**config.mk**
```make
export PLATFORM = sky130hd
export DESIGN_NAME = alu_sequencer
export DESIGN_NICKNAME = d
export VERILOG_FILES = /design/src/rtl/alu_seq_pkg.sv /design/src/rtl/alu_cmd_fifo.sv /design/src/rtl/alu_sequencer.sv
export SDC_FILE = /design/constraint.sdc
export NUM_CORES = 1
export LEC_CHECK = 0
export ABC_AREA = 1
export BUFFER_PORTS_ARGS = -buffer_cell sky130_fd_sc_hd__buf_4
export CORE_ASPECT_RATIO = 1.1
export CORE_MARGIN = 3
export CORE_UTILIZATION = 45
export CTS_CLUSTER_SIZE = 24
export DETAILED_ROUTE_END_ITERATION = 8
export PLACE_DENSITY = 0.65
export SYNTH_ARGS = -nofsm -noshare
export SYNTH_HDL_FRONTEND = slang
export SYNTH_HIERARCHICAL = 1
export SYNTH_SLANG_ARGS = --single-unit
```
**constraint.sdc**
```tcl
create_clock -name clk -period 5.6 [get_ports clk]
set_clock_uncertainty 0.2 [all_clocks]
set_input_delay 0.28 -clock clk [delete_from_list [all_inputs] [get_ports clk]]
set_output_delay 0.28 -clock clk [all_outputs]
set_load 0.01 [all_outputs]
```
**src/rtl/alu_seq_pkg.sv**
```systemverilog
// Shared definitions for the ALU command sequencer: opcode constants,
// sequencer state encoding and opcode classification helpers.
package alu_seq_pkg;

  localparam int OP_W = 4;

  localparam logic [OP_W-1:0] OP_ADD   = 4'd0;
  localparam logic [OP_W-1:0] OP_SUB   = 4'd1;
  localparam logic [OP_W-1:0] OP_MUL5  = 4'd2;
  localparam logic [OP_W-1:0] OP_DIV10 = 4'd3;
  localparam logic [OP_W-1:0] OP_INC   = 4'd4;
  localparam logic [OP_W-1:0] OP_DEC   = 4'd5;
  localparam logic [OP_W-1:0] OP_AND   = 4'd6;
  localparam logic [OP_W-1:0] OP_XOR   = 4'd7;
  localparam logic [OP_W-1:0] OP_OR    = 4'd8;
  localparam logic [OP_W-1:0] OP_COMP  = 4'd9;
  localparam logic [OP_W-1:0] OP_LAST  = 4'd9;

  typedef enum logic [1:0] {
    IDLE,
    ISSUE,
    RESP
  } seq_state_t;

  // Only the arithmetic ops can meaningfully overflow; the ALU's ov pin is
  // don't-care for the logical/divide ops and must be masked off for them.
  function automatic logic op_has_ovf(input logic [OP_W-1:0] op);
    case (op)
      OP_ADD, OP_SUB, OP_MUL5, OP_INC, OP_DEC:          return 1'b1;
      OP_DIV10, OP_AND, OP_XOR, OP_OR, OP_COMP:         return 1'b0;
      default:                                          return 1'b0;
    endcase
  endfunction

  // Opcodes above the last defined ALU operation are answered without
  // touching the ALU at all.
  function automatic logic op_is_illegal(input logic [OP_W-1:0] op);
    return (op > OP_LAST);
  endfunction

endpackage

```
**src/rtl/alu_cmd_fifo.sv**
```systemverilog
// Small synchronous FIFO holding packed {a, b, op} commands for the
// sequencer. Pointers carry one extra bit so full and empty can be told
// apart when the index bits match.
module alu_cmd_fifo
  import alu_seq_pkg::*;
#(
  parameter int DW    = 36,
  parameter int DEPTH = 4
) (
  input  logic          clk,
  input  logic          rst,
  input  logic          i_push,
  input  logic          i_pop,
  input  logic [DW-1:0] i_wdata,
  output logic [DW-1:0] o_rdata,
  output logic          o_full,
  output logic          o_empty
);

  localparam int AW = $clog2(DEPTH);
  localparam int PW = AW + 1;

  logic [DW-1:0] r_mem [DEPTH];
  logic [PW-1:0] r_wrPtr;
  logic [PW-1:0] r_rdPtr;
  logic          w_doPush;
  logic          w_doPop;

  assign o_full   = (r_wrPtr[AW] != r_rdPtr[AW]) &&
                    (r_wrPtr[AW-1:0] == r_rdPtr[AW-1:0]);
  assign o_empty  = (r_wrPtr == r_rdPtr);
  assign w_doPush = i_push && !o_full;
  assign w_doPop  = i_pop && !o_empty;
  assign o_rdata  = r_mem[r_rdPtr[AW-1:0]];

  // Advance the read/write pointers; reset discards every queued command.
  always_ff @(posedge clk) begin
    if (rst) begin
      r_wrPtr <= '0;
      r_rdPtr <= '0;
    end else begin
      if (w_doPush) r_wrPtr <= r_wrPtr + PW'(1);
      if (w_doPop)  r_rdPtr <= r_rdPtr + PW'(1);
    end
  end

  // Storage array needs no reset: entries are only read after being written.
  always_ff @(posedge clk) begin
    if (w_doPush) r_mem[r_wrPtr[AW-1:0]] <= i_wdata;
  end

endmodule

```
**src/rtl/alu_sequencer.sv**
```systemverilog
// Command-side initiator for the 16-bit combinational ALU. Commands are
// queued in a FIFO, issued to the ALU from registers, held for a settle
// interval, and the result is returned on a valid/ready response port.
// A saturating counter tracks accepted responses that reported overflow.
module alu_sequencer
  import alu_seq_pkg::*;
#(
  parameter int WIDTH      = 16,
  parameter int OPW        = 4,
  parameter int FIFO_DEPTH = 4,
  parameter int SETTLE     = 1,
  parameter int CNTW       = 8
) (
  input  logic             clk,
  input  logic             rst,
  input  logic             cmd_valid,
  output logic             cmd_ready,
  input  logic [WIDTH-1:0] cmd_a,
  input  logic [WIDTH-1:0] cmd_b,
  input  logic [OPW-1:0]   cmd_op,
  output logic [WIDTH-1:0] alu_a,
  output logic [WIDTH-1:0] alu_b,
  output logic [OPW-1:0]   alu_op,
  input  logic [WIDTH-1:0] alu_result,
  input  logic             alu_ov,
  output logic             rsp_valid,
  input  logic             rsp_ready,
  output logic [WIDTH-1:0] rsp_result,
  output logic             rsp_ov,
  output logic [OPW-1:0]   rsp_op,
  output logic             rsp_illegal,
  input  logic             ovf_clr,
  output logic [CNTW-1:0]  ovf_count
);

  localparam int DW  = 2 * WIDTH + OPW;
  localparam int SCW = (SETTLE < 1) ? 1 : $clog2(SETTLE + 1);

  seq_state_t       r_state;
  seq_state_t       w_nextState;

  logic [WIDTH-1:0] r_aluA;
  logic [WIDTH-1:0] r_aluB;
  logic [OPW-1:0]   r_aluOp;
  logic [SCW-1:0]   r_settleCnt;

  logic             r_rspValid;
  logic [WIDTH-1:0] r_rspResult;
  logic             r_rspOv;
  logic [OPW-1:0]   r_rspOp;
  logic             r_rspIllegal;
  logic [CNTW-1:0]  r_ovfCount;

  logic             w_fifoFull;
  logic             w_fifoEmpty;
  logic             w_push;
  logic             w_pop;
  logic [DW-1:0]    w_fifoRdata;
  logic [WIDTH-1:0] w_headA;
  logic [WIDTH-1:0] w_headB;
  logic [OPW-1:0]   w_headOp;

  logic             w_loadIssue;
  logic             w_loadIllegal;
  logic             w_capture;
  logic             w_rspDone;
  logic             w_ovfCapture;

  // Ready is withheld during reset so nothing is accepted on the reset edge.
  assign cmd_ready = !w_fifoFull && !rst;
  assign w_push    = cmd_valid && cmd_ready;

  assign {w_headA, w_headB, w_headOp} = w_fifoRdata;

  alu_cmd_fifo #(
    .DW    (DW),
    .DEPTH (FIFO_DEPTH)
  ) u_fifo (
    .clk     (clk),
    .rst     (rst),
    .i_push  (w_push),
    .i_pop   (w_pop),
    .i_wdata ({cmd_a, cmd_b, cmd_op}),
    .o_rdata (w_fifoRdata),
    .o_full  (w_fifoFull),
    .o_empty (w_fifoEmpty)
  );

  assign w_ovfCapture = alu_ov && op_has_ovf(OP_W'(r_aluOp));

  // Next-state and per-cycle control strobes for the IDLE/ISSUE/RESP sequence.
  always_comb begin
    w_nextState   = r_state;
    w_pop         = 1'b0;
    w_loadIssue   = 1'b0;
    w_loadIllegal = 1'b0;
    w_capture     = 1'b0;
    w_rspDone     = 1'b0;
    case (r_state)
      IDLE: begin
        if (!w_fifoEmpty) begin
          w_pop = 1'b1;
          if (op_is_illegal(OP_W'(w_headOp))) begin
            w_loadIllegal = 1'b1;
            w_nextState   = RESP;
          end else begin
            w_loadIssue = 1'b1;
            w_nextState = ISSUE;
          end
        end
      end
      ISSUE: begin
        if (r_settleCnt == SCW'(1)) begin
          w_capture   = 1'b1;
          w_nextState = RESP;
        end
      end
      RESP: begin
        if (r_rspValid && rsp_ready) begin
          w_rspDone   = 1'b1;
          w_nextState = IDLE;
        end
      end
      default: w_nextState = IDLE;
    endcase
  end

  // State register.
  always_ff @(posedge clk) begin
    if (rst) r_state <= IDLE;
    else     r_state <= w_nextState;
  end

  // ALU operand registers only change on a legal pop; the settle counter
  // counts down while the ALU inputs are held.
  always_ff @(posedge clk) begin
    if (rst) begin
      r_aluA      <= '0;
      r_aluB      <= '0;
      r_aluOp     <= '0;
      r_settleCnt <= '0;
    end else if (w_loadIssue) begin
      r_aluA      <= w_headA;
      r_aluB      <= w_headB;
      r_aluOp     <= w_headOp;
      r_settleCnt <= SCW'(SETTLE);
    end else if (r_state == ISSUE) begin
      r_settleCnt <= r_settleCnt - SCW'(1);
    end
  end

  // Response registers: loaded from the ALU after settling or directly for an
  // illegal opcode, then held until the consumer takes them.
  always_ff @(posedge clk) begin
    if (rst) begin
      r_rspValid   <= 1'b0;
      r_rspResult  <= '0;
      r_rspOv      <= 1'b0;
      r_rspOp      <= '0;
      r_rspIllegal <= 1'b0;
    end else if (w_loadIllegal) begin
      r_rspValid   <= 1'b1;
      r_rspResult  <= '0;
      r_rspOv      <= 1'b0;
      r_rspOp      <= w_headOp;
      r_rspIllegal <= 1'b1;
    end else if (w_capture) begin
      r_rspValid   <= 1'b1;
      r_rspResult  <= alu_result;
      r_rspOv      <= w_ovfCapture;
      r_rspOp      <= r_aluOp;
      r_rspIllegal <= 1'b0;
    end else if (w_rspDone) begin
      r_rspValid   <= 1'b0;
    end
  end

  // Overflow event counter: clear wins over a same-cycle increment, and the
  // count sticks at all-ones rather than wrapping.
  always_ff @(posedge clk) begin
    if (rst || ovf_clr) begin
      r_ovfCount <= '0;
    end else if (w_rspDone && r_rspOv && (r_ovfCount != '1)) begin
      r_ovfCount <= r_ovfCount + CNTW'(1);
    end
  end

  assign alu_a       = r_aluA;
  assign alu_b       = r_aluB;
  assign alu_op      = r_aluOp;
  assign rsp_valid   = r_rspValid;
  assign rsp_result  = r_rspResult;
  assign rsp_ov      = r_rspOv;
  assign rsp_op      = r_rspOp;
  assign rsp_illegal = r_rspIllegal;
  assign ovf_count   = r_ovfCount;

endmodule

```
# Word-level counts from Yosys, hierarchy flattened

Memories as Yosys holds them, arrays and structs flattened. A register that Yosys moved wholly into a read port is not among the register bits.
Cells that the tools add are included.

Register bits: 76
Bits in writable memories: 144
Memory bits (read-only): 16
Input port bits: 58
Word-level logic and storage cells: 80
Memories: 2

Add/subtract/negate cells: 4
Order comparisons: 1
Equal/unequal tests: 9
Multiplexer cells: 32
Reduce and logical (&&, ||, !) cells: 19

Memories:

| name             | depth | bits a word | rd ports | clocked after memory_dff | write ports | line               | text |
|---|---|---|---|---|---|---|---|
| u_fifo.r_mem     | 4     | 36          | 1        | 1                        | 1           | alu_cmd_fifo.sv:23 | `logic [DW-1:0] r_mem [DEPTH];` |
| (name not given) | 16    | 1           | 1        | 1                        | 0           | alu_seq_pkg.sv:28  | `case (op)` |

Operators by type and width:

| kind                                                 | number |
|---|---|
| two-way mux 1 bit                                    | 21 |
| two-way mux 4 bit                                    | 4 |
| two-way mux 2 bit                                    | 6 |
| logical AND 1 bit                                    | 9 |
| adder 8 x 1 -> 8 bit, second input constant          | 1 |
| inequality test 8 bit, second input constant         | 1 |
| adder 3 x 1 -> 3 bit, second input constant          | 2 |
| inequality test 2 bit, second input constant         | 3 |
| one-hot mux 2 bit (3 select lines)                   | 1 |
| greater-than comparator 4 bit, second input constant | 1 |
| nonzero test 2 bit                                   | 2 |
| == test 3 bit                                        | 1 |
| zero test 1 bit                                      | 3 |
| AND reduction 3 bit                                  | 1 |
| nonzero test 3 bit                                   | 1 |
| == test 2 x 1 -> 1 bit, second input constant        | 1 |
| == test 2 bit                                        | 1 |
| == test 2 bit, second input constant                 | 1 |
| zero test 2 bit                                      | 1 |
| OR reduction 2 bit                                   | 1 |
| logical OR 1 bit                                     | 1 |
| inequality test 1 bit                                | 1 |
| subtractor 1 bit, second input constant              | 1 |

# Logic depth before layout (Yosys ltp)

Depth after elaboration: 8
Gate-level depth with buffers: 12

# By module

Netlist, hierarchy kept.

Modules (own cells, without submodules):

| module        | times used | cells each | area an instance (µm²) | seq. area each (µm²) |
|---|---|---|---|---|
| alu_cmd_fifo  | 1          | 423        | 5825.6                 | 4484.3 |
| alu_sequencer | 1          | 364        | 2775.2                 | 1421.4 |

# Least setup slack after synthesis

OpenSTA, ideal clock, no wires.

Path type: flip-flop to flip-flop
Start point: register u_fifo.r_wrPtr[0]
End point: memory u_fifo.r_mem[0][0] (enable)
Arrival: 2.992 ns
Required time: 4.971 ns
Path slack: 1.979 ns
Stages on the path, launching flop included: 9
Path buffers: 0
Period minus slack after synthesis: 3.621 ns
Cells stage by stage: dfxtp_1 -> inv_1 -> nand2_1 -> nand2_2 -> nand3_4 -> inv_1 -> nor3b_1 -> nand2_2 -> nor2_1

Word-level cells in the longest chain between the ends: 8

RTL lines:

| element                                 | line                | text |
|---|---|---|
| from (decl)                             | alu_cmd_fifo.sv:24  | `logic [PW-1:0] r_wrPtr;` |
| from (signal assigned)                  | alu_cmd_fifo.sv:42  | `if (w_doPush) r_wrPtr <= r_wrPtr + PW'(1);` |
| == test 2 bit                           | alu_cmd_fifo.sv:30  | `(r_wrPtr[AW-1:0] == r_rdPtr[AW-1:0]);` |
| logical AND 1 bit                       | alu_cmd_fifo.sv:29  | `assign o_full = (r_wrPtr[AW] != r_rdPtr[AW]) &&` |
| named net w_fifoFull                    | alu_sequencer.sv:54 | `logic w_fifoFull;` |
| zero test 1 bit                         | alu_sequencer.sv:70 | `assign cmd_ready = !w_fifoFull && !rst;` |
| logical AND 1 bit                       | alu_sequencer.sv:70 |  |
| logical AND 1 bit                       | alu_sequencer.sv:71 | `assign w_push = cmd_valid && cmd_ready;` |
| named net w_push                        | alu_sequencer.sv:56 | `logic w_push;` |
| logical AND 1 bit                       | alu_cmd_fifo.sv:32  | `assign w_doPush = i_push && !o_full;` |
| two-way mux 1 bit                       | alu_cmd_fifo.sv:49  | `if (w_doPush) r_mem[r_wrPtr[AW-1:0]] <= i_wdata;` |
| two-way mux 1 bit (not written as such) | alu_cmd_fifo.sv:49  |  |
| to (decl)                               | alu_cmd_fifo.sv:23  |  |

The timed path passes the listed nets, and every way through them passes these cells.

==> impl_metrics.ini <==
[run_status]
status = complete, no violations

[place]
post-dp-hpwl_um = 11200
gp_congestion = 0.738
port_buffers = 125
placed_cells = 1124

[logic_synthesis]
netlist_area_um2 = 8600
async_flop_share_pct = 0
yosys.area.top_type = edfxtp_1
synthTopCellsByArea = edfxtp_1 50%, dfxtp_1 18%, nor2_1 7.1%
ys_warn_count = 6
synth-main-ff-cell = edfxtp_1
synth_top_cell_area_share_pct = 50.3
synth_cell_types = 35
seq_area_frac_synth_pct = 68.7
synth_edf_count = 144
synth_nets = 851
avgSynthCellArea_um2 = 10.9
postSynthRegisterBits = 223
synthCells = 787

[pwr]
p_clk_share_pct = 29.6
power_frac_comb_pct = 30.9
powerDensity_nw_per_um2 = 466
switchingPower_mw = 1.72
seq_power_share_pct = 39.5
swShare_pct = 33.5
internal_power_mw = 3.42
p_leak_nw = 4.20
max-vdd-ir-drop_v = 0.000257

[timing]
setup_viol = 0
relSlewSlack_pct = 39.0
grt_setup_unrepaired = false
fin_setup_tns_ns = 0
final_hold_viol_count = 0
fin_crit_ns = 3.55
fmax_mhz = 281
whs_ns = 0.174
post-route-period-util_pct = 63.5
maxSlewViolCount = 0
tightestPinTransition_ns = 0.913

[detailed_routing]
wl_um = 18800
viasPerCell = 5.02
antenna_left = 0
drt_iter0_markers = 368
drc = 0
firstDrtPassIters = 4
drt-wirelength-per-cell_um = 15.4
vias = 6140

[finish]
drive_gt1_share_pct = 20.2
post_layout_nonfiller_instances = 1222
fill_cells = 1542
nets = 1027
area_growth_pct = 28.3
diodes = 0
final_cell_mix = 159 x nor2_1, 144 x edfxtp_1, 132 x buf_4
mostFrequentLayoutCell = nor2_1

[worst_setup_path]
critPathMaxFanout = 73
cp.required_ns = 5.79
slowest_delay_ns = 0.60
cp_common_cell = nor2_1
cp_data_arrival_time_ns = 3.74
cp.buffers_inverters = 3
crit_path_start_kind = flop
cp_slowest_cell = inv_2
critPathCaptureType = flop
cp_top_family = buffers and inverters
worstPathCellList = buf_4 -> inv_4 -> o21ai_0 -> o22ai_1 -> o21ai_2 -> nand2_4 -> inv_2 -> nor2_1 -> nor2_1 -> a21oi_2
crit_type = reg2reg

[global_route]
grt_max_degree = 74
overflow = 0
grt_pass1_vias = 6008
grt_pass1_wl_um = 29800
antenna_found_initial = 0
grt.total_usage_pct = 18.0

[cts]
cts.sinks = 223
root_buffer = clkbuf_16
clk_latency_ns = 0.50
cts_buffers = 23
postCtsHoldBufs = 57
clkTransAtPathRegs_ns = 0.06
htreeDepth = 1
cts_resized = 0
cts_tree = built
post_cts_buffers = 0
clk_path_buf_depth = 3

[die]
ios = 126
die-area_um2 = 20800
initial_core_util_pct = 46.2
num_rows = 52
die_w_um = 138
core_um2 = 18600
fp.dieH_um = 151

[job]
drv_cap = 0

[min_path]
hp-class = in2reg
## stage by stage
stage / area, um2 / power, mW / setup slack [ns] / util (%)
after detailed placement: 9700 / 3.64 / 2.00 / 52.1
after CTS: 11000 / 5.20 / 1.99 / 59.3
after global placement: 9700 / 3.61 / 2.07 / 52.1
after global routing: 11000 / 5.50 / 1.63 / 59.3
after floorplan: 8600 / 3.23 / 1.98 / -
final: 11000 / 5.15 / 2.05 / 59.3
## state kept, by name, indices dropped and copies added (netlist names), named ones only
register        count
alu_a              16
alu_b              16
alu_op              4
ovf_count           8
r_settleCnt         1
r_state             2
rsp_illegal         1
rsp_op              4
rsp_ov              1
rsp_result         16
rsp_valid           1
u_fifo/r_mem      144
u_fifo/r_rdPtr      3
u_fifo/r_wrPtr      3
## logic make-up (layout without fill, tap and decap cells)
logic type,after synthesis,count (layout),synth area share [%]
AO/OA/AOI/OAI,185,185,11.6
AND/OR/NAND/NOR,286,286,13.7
buffers and inverters,81,273,4.55
adder cells (fa/ha/maj),6,6,0.873
flip-flops,223,223,68.7
XOR/XNOR,6,6,0.611
## worst register-to-register path: cells and delay by family (launching register included)
family | cells | cell delay, ns
flip-flops | 1 | 0.31
AO/OA/AOI/OAI | 4 | 0.76
AND/OR/NAND/NOR | 3 | 0.58
buffers and inverters | 3 | 1.58
## per-layer routing
metal	wire length, um	GRT usage (%)
met5	0	0
met3	1150	2.76
met2	9320	32.6
met1	8040	22.3
met4	324	5.24
## worst paths after layout
| kind | end | from | cells past startpoint | slack [ns] |
|---|---|---|---|---|
| min reg2reg | rsp_result[8]$_SDFFE_PP0P_ | rsp_result[8]$_SDFFE_PP0P_ | 2 | 0.26 |
| min | u_fifo/r_wrPtr[0]$_SDFFE_PP0P_ | cmd_valid | 4 | 0.17 |
| max reg2reg | flop | flop | 10 | 2.05 |
| max | flop | flop | 10 | 2.05 |
## cell type report
cell class / count / area (um2) / share of cell area [%]
clock buffers: 31 / 636 / 5.76
clock inverters: 10 / 130 / 1.18
inverters: 43 / 165 / 1.50
multi-input cells: 483 / 2330 / 21.1
flip-flops and latches: 223 / 5910 / 53.5
well taps: 243 / 304 / 2.75
repair buffers: 189 / 1560 / 14.1
## power groups by stage
stage	registers (mW)	clock network (mW)	logic [mW]
4_1_cts	2.03	1.56	1.61
3_3_place_gp	2.06	0	1.54
3_5_place_dp	2.07	0	1.57
6_report	2.04	1.52	1.59
2_1_floorplan	2.10	0	1.12
5_1_grt	2.06	1.63	1.81
## Yosys cell counts (5+ instances only)
cell type and n:
nor2_1 163, buf_6 5, buf_2 21, nand3_1 15, a21oi_1 34, dfxtp_1 79
ha_1 6, nand2_2 7, nand2_1 90, edfxtp_1 144, inv_1 33, o21ai_1 33
o21ai_0 73, o22ai_1 36, inv_2 6
Power figures use the tool's default switching activity.
